==> src/rtl/aes_job_scheduler.sv <==
// aes_job_scheduler: two-requester round-robin front end for an AES core.
// Holds one job in flight from grant to response handshake, with a WAIT timeout.
module aes_job_scheduler #(
    parameter int DATA_W  = 128,
    parameter int TIMEOUT = 1023
) (
    input  logic              clk,
    input  logic              rst,
    input  logic              req0_valid,
    input  logic              req0_mode,
    input  logic [DATA_W-1:0] req0_data,
    output logic              req0_ready,
    input  logic              req1_valid,
    input  logic              req1_mode,
    input  logic [DATA_W-1:0] req1_data,
    output logic              req1_ready,
    input  logic [DATA_W-1:0] key,
    output logic              core_start,
    output logic              core_mode,
    output logic [DATA_W-1:0] core_data,
    output logic [DATA_W-1:0] core_key,
    input  logic              core_done,
    input  logic [DATA_W-1:0] core_result,
    output logic              rsp_valid,
    input  logic              rsp_ready,
    output logic              rsp_id,
    output logic              rsp_err,
    output logic [DATA_W-1:0] rsp_data,
    output logic              busy
);

    localparam int CW = $clog2(TIMEOUT + 1);
    localparam logic [CW-1:0] TMAX  = CW'(TIMEOUT);
    localparam logic [CW-1:0] TLAST = CW'(TIMEOUT - 1);

    typedef enum logic [1:0] {
        IDLE,
        ISSUE,
        WAIT,
        RESP
    } state_t;

    state_t            state_q, state_d;
    logic              rr_q, rr_d;
    logic [CW-1:0]     cnt_q, cnt_d;
    logic [DATA_W-1:0] job_data_q, job_data_d;
    logic [DATA_W-1:0] job_key_q, job_key_d;
    logic              job_mode_q, job_mode_d;
    logic              job_id_q, job_id_d;
    logic [DATA_W-1:0] rsp_data_q, rsp_data_d;
    logic              rsp_err_q, rsp_err_d;

    logic gnt_any;
    logic gnt_id;

    // Arbitration: a lone requester wins, contention goes to the rr pointer.
    always_comb begin
        gnt_any = req0_valid | req1_valid;
        gnt_id  = (req0_valid & req1_valid) ? rr_q : req1_valid;
    end

    // Next-state logic, job capture, timeout counting and strobes.
    always_comb begin
        state_d    = state_q;
        rr_d       = rr_q;
        cnt_d      = cnt_q;
        job_data_d = job_data_q;
        job_key_d  = job_key_q;
        job_mode_d = job_mode_q;
        job_id_d   = job_id_q;
        rsp_data_d = rsp_data_q;
        rsp_err_d  = rsp_err_q;
        req0_ready = 1'b0;
        req1_ready = 1'b0;
        core_start = 1'b0;
        unique case (state_q)
            IDLE: begin
                req0_ready = ~rst & gnt_any & ~gnt_id;
                req1_ready = ~rst & gnt_any & gnt_id;
                if (gnt_any) begin
                    job_data_d = gnt_id ? req1_data : req0_data;
                    job_mode_d = gnt_id ? req1_mode : req0_mode;
                    job_key_d  = key;
                    job_id_d   = gnt_id;
                    rr_d       = ~gnt_id;
                    state_d    = ISSUE;
                end
            end
            ISSUE: begin
                core_start = 1'b1;
                cnt_d      = '0;
                state_d    = WAIT;
            end
            WAIT: begin
                if (cnt_q != TMAX) begin
                    cnt_d = cnt_q + CW'(1);
                end
                if (core_done) begin
                    rsp_data_d = core_result;
                    rsp_err_d  = 1'b0;
                    state_d    = RESP;
                end else if (cnt_q >= TLAST) begin
                    rsp_data_d = '0;
                    rsp_err_d  = 1'b1;
                    state_d    = RESP;
                end
            end
            RESP: begin
                if (rsp_ready) begin
                    state_d = IDLE;
                end
            end
        endcase
    end

    // State and job registers; reset drops any job in flight.
    always_ff @(posedge clk or posedge rst) begin
        if (rst) begin
            state_q    <= IDLE;
            rr_q       <= 1'b0;
            cnt_q      <= '0;
            job_data_q <= '0;
            job_key_q  <= '0;
            job_mode_q <= 1'b0;
            job_id_q   <= 1'b0;
            rsp_data_q <= '0;
            rsp_err_q  <= 1'b0;
        end else begin
            state_q    <= state_d;
            rr_q       <= rr_d;
            cnt_q      <= cnt_d;
            job_data_q <= job_data_d;
            job_key_q  <= job_key_d;
            job_mode_q <= job_mode_d;
            job_id_q   <= job_id_d;
            rsp_data_q <= rsp_data_d;
            rsp_err_q  <= rsp_err_d;
        end
    end

    // Operands and response fields come straight from the job registers.
    always_comb begin
        core_mode = job_mode_q;
        core_data = job_data_q;
        core_key  = job_key_q;
        rsp_valid = (state_q == RESP);
        rsp_id    = job_id_q;
        rsp_err   = rsp_err_q;
        rsp_data  = rsp_data_q;
        busy      = (state_q != IDLE);
    end

endmodule

==> config.mk <==
export PLATFORM = sky130hd
export DESIGN_NAME = aes_job_scheduler
export DESIGN_NICKNAME = d
export VERILOG_FILES = /design/src/rtl/aes_job_scheduler.sv
export SDC_FILE = /design/constraint.sdc
export NUM_CORES = 1
export LEC_CHECK = 0
export BUFFER_PORTS_ARGS = -buffer_cell sky130_fd_sc_hd__buf_4
export CORE_AREA = 2 2 355 357
export CTS_CLUSTER_SIZE = 28
export DETAILED_ROUTE_END_ITERATION = 16
export DIE_AREA = 0 0 357 359
export SLEW_MARGIN = 20
export SYNTH_ARGS = -nofsm -noshare
export SYNTH_HDL_FRONTEND = slang
export SYNTH_SLANG_ARGS = --single-unit
==> constraint.sdc <==
create_clock -name clk -period 25.7 [get_ports clk]
set_input_delay 5.14 -clock clk [delete_from_list [all_inputs] [get_ports clk]]
set_output_delay 5.14 -clock clk [all_outputs]
set_load 0.02 [all_outputs]
; ---- Yosys cells after proc, flatten, opt, wreduce, memory -nomap -nowiden
; Index checks and enable logic that the tools add are counted.
[op_classes]
add_sub_neg = 1
n_lt_le_gt_ge = 1
eq_ne = 8
muxes = 17
n_bitwise = 7
n_reduce_logical = 8
[op_table]
columns = op, n
row1 = $mux 128, 3
row2 = $pmux 10 s2, 1
row3 = $add 10x1->10 const B, 1
row4 = $ge 10x10->1 const B, 1
row5 = $mux 10, 1
row6 = $ne 10x10->1 const B, 1
row7 = $mux 2, 4
row8 = $pmux 2 s4, 1
row9 = $mux 1, 7
row10 = $reduce_and 2->1, 3
row11 = $reduce_bool 2->1, 3
row12 = $and 1x1->1, 4
row13 = $eq 2x2->1 const B, 2
row14 = $ne 2x2->1 const B, 2
row15 = $ne 3x3->1 const B, 1
row16 = $reduce_and 3->1, 1
row17 = $eq 2x1->1 const B, 1
row18 = $logic_not 2->1, 1
row19 = $ne 2x1->1 const B, 1
row20 = $not 1->1, 2
row21 = $or 1x1->1, 1
[totals]
ff_bits = 400
in_bits = 520
output_inout_bits = 392
word_cells = 51

; ---- Depth between registers and ports, before layout
[logic_depth]
word_depth = 5
depth_mapped = 8
depth_no_buf = 6

; ---- Worst setup path after synthesis
; No wires, ideal clock.
[synth_timing]
path_type = input to output
startpoint = input port rst
endpoint = output port req0_ready
arrival_time_ps = 14291
required_ps = 20560
setup_slack_ps = 6269
path_stages = 2
n_path_buf = 0
cell_sequence = inv_1 -> and2_1
[synth_via]
elab_chain_cells = 4
[synth_lines]
columns = element, line_no
row1 = "start, declared", 8  ; input logic rst,
row2 = $not 1->1, 78  ; req0_ready = ~rst & gnt_any & ~gnt_id;
row3 = $and 1x1->1 (2 in series), 78
row4 = $mux 1, 76  ; unique case (state_q)
row5 = "end, declared", 12  ; output logic req0_ready,
; No other way between the ends.

; ---- Worst setup path in the final report
[layout_timing]
startpoint = input port req0_valid
endpoint = output port req0_ready
[layout_via]
elab_chain_cells = 5
word_cells_on_any_way = 7
cone_classes = mux: 2 / bitwise: 5
[layout_lines]
columns = element, line_no
row1 = "start, declared", 9  ; input logic req0_valid,
row2 = $and 1x1->1, 59  ; gnt_id = (req0_valid & req1_valid) ? rr_q : req1_valid;
row3 = $mux 1, 59
row4 = $not 1->1, 78
row5 = $and 1x1->1 (*), 78
row6 = $mux 1 (*), 76
; Mark *: on every way between the ends. The rest lies on a longest branch, timed or not.

==> impl_metrics.yaml <==
placement:
  dpl.cell_count: 3572
  dpl_cell_area_sq_um: 23980
  portBuffers: 911
  pre_cts_ws_ns: 13.84
  place_congestion: 0.8838
  place_hpwl_um: 66560
drt:
  route.detailed.drc: 0
  drt_iter0_markers: 1484
  wl_per_cell_um: 22.69
  firstDrtPassIters: 10
  ant_nets: 0
  wl_um: 83520
  via_count: 13671
  via_per_inst: 3.715
clock_network:
  cts_root_buffer: "clkbuf_16"
  ctsResizeCount: 0
  htree_levels: 2
  cts.sinks: 400
  clkLatencyLatePin_ns: 0.62
  cts_buffers: 48
  cts_setup_buffers: 0
  cts_hold_buffers: 0
  cts_tree: "yes"
  clockBufferDepth: 3
  clk_pin_slew_ns: 0.06
floorplanning:
  io_pins: 912
  die_h_um: 359
  dieWidth_um: 357
  die_area_sq_um: 128200
  core-area_sq_um: 124600
  rows: 130
  start_util_pct: 12.32
cells_and_area:
  num-fill-cells: 13536
  syn_to_final_growth_pct: 67.27
  final_util_pct: 20.61
  drive_gt1_share_pct: 57.11
  finalNonFillerCells: 3680
  fin_nets: 2499
  stdcell_area_sq_um: 25680
synth:
  ys.flop_type: "dfrtp_1"
  synth_seq_area_share_pct: 65.19
  synth.area.top_cells: "dfrtp_1 65%, mux2_2 9.5%, a222oi_1 8.4%"
  avgSynthCellArea_sq_um: 14.16
  synth_nets: 1611
  synthesis.area_sq_um: 15350
  ys_types: 40
  synthTopCellsByCount: "400 x dfrtp_1, 140 x inv_1, 129 x a222oi_1, 129 x a22o_1, 129 x mux2_2"
  yosys.area.top_type_share_pct: 65.19
  ys_warn_count: 0
  synthCells: 1084
  synth_edf_count: 0
  ys_ff_latch: 400
  synthArstFlopShare_pct: 100.0
  yosys.cell_count.top_type: "dfrtp_1"
  yosysTopAreaCell: "dfrtp_1"
global_routing:
  grt_pass1_vias: 13563
  grt-ovfl-total: 0
  grt_max_degree: 133
  gr-usage-all-layers_pct: 12.36
  grt_antenna_before_repair: 67
  grt_pass1_wl_um: 110800
pwr:
  powerDensity_nw_per_um2: 133.8
  p_leak_nw: 12.79
  peakVddDrop_mv: 0.09964
  power.total_mw: 3.436
sta:
  hold_viol: 0
  clock_skew_ns: 0.02479
  worst_slew_pin_slew_ns: 0.9943
  fin_crit_ns: 11.85
  setup_ws_ns: 13.85
  period_share_pct: 46.13
  final.setup.tns_ns: 0
  rsz0062_at_grt: "false"
  maxSlewHeadroom_pct: 33.71
  finalSetupViolations: 0
  whs_ns: 0.4991
  drv_slew: 0
  fmax_ghz: 0.08435
job:
  cap_violations: 0
critical_path:
  endpoint_kind: "output pin"
  criticalPathCategory: "input pin to output pin"
  crit_arrival_ns: 6.71
  crit_required_ns: 20.56
  start_kind: "input pin"
  critPathMaxFanout: 64
status:
  status: "completed"
min_path:
  hold_class: "flop to flop"
## worst max-delay path, stage by stage
cell and delay, ns:
buf_4 0.13, nand2_1 0.09, a21oi_4 0.14, buf_4 0.72
and2_1 0.25, buf_4 0.14
## where the power goes
group | total (mW) | switching (mW) | internal, mW
clock | 0.719 | 0.293 | 0.426
sequential | 1.12 | 0.190 | 0.932
combinational | 1.60 | 0.868 | 0.727
total | 3.44 | 1.35 | 2.08
## cell families after synthesis
group	synth area share [%]
AO/OA/AOI/OAI	16.94
XOR/XNOR	0.1141
adder cells (fa/ha/maj)	0.5704
buffers and inverters	6.430
flip-flops	65.19
multiplexers	9.527
AND/OR/NAND/NOR	1.222
## sequential cells by signal, indices dropped and copies added, names as in the netlist
signal / cells
core_key: 128
core_mode: 1
rsp_err: 1
rsp_data: 128
cnt_q: 10
core_data: 128
state_q: 2
rr_q: 1
rsp_id: 1
## cell type report
cell class | instances | area [sq um] | share of cell area [%]
flip-flops and latches | 400 | 10010 | 38.98
diodes | 18 | 45.04 | 0.1754
clock inverters | 22 | 241.5 | 0.9403
clock buffers | 68 | 1418 | 5.520
repair buffers | 926 | 6964 | 27.12
inverters | 140 | 533.0 | 2.075
well taps | 1650 | 2064 | 8.039
multi-input cells | 456 | 4407 | 17.16
## cell usage in the layout, fill, tap and decap left out, types with 7 or more instances in the layout
| cell | count |
|---|---|
| clkbuf_16 | 49 |
| mux2_2 | 129 |
| clkbuf_8 | 12 |
| diode_2 | 18 |
| buf_4 | 925 |
| a22o_1 | 129 |
| ha_1 | 7 |
| nand2_1 | 8 |
| clkbuf_1 | 7 |
| a222oi_1 | 129 |
| dfrtp_1 | 400 |
| inv_1 | 139 |
| clkinv_2 | 10 |
## worst paths after layout
path                                     startpoint                   endpoint  slack (ns)  depth (start not counted)
setup / recovery                         req0_valid                 req0_ready       13.85                          6
max in group asynchronous                       rst  core_data[52]$_DFFE_PP0P_       18.62                          5
hold / removal             rsp_data[98]$_DFFE_PP0P_   rsp_data[98]$_DFFE_PP0P_        0.50                          1
min in group asynchronous                       rst   rsp_data[85]$_DFFE_PP0P_        4.59                          2
hold reg to reg            rsp_data[98]$_DFFE_PP0P_   rsp_data[98]$_DFFE_PP0P_        0.50                          1
setup reg to reg             state_q[0]$_DFFE_PP0P_    core_key[7]$_DFFE_PP0P_       21.86                          7
## layer usage
metal	GRT usage [%]	share of wire (%)
met5	0	0.32
met4	5.273	3.6
met3	6.381	13
met2	18.33	44
met1	14.87	39
(Power assumes the default switching activity.)
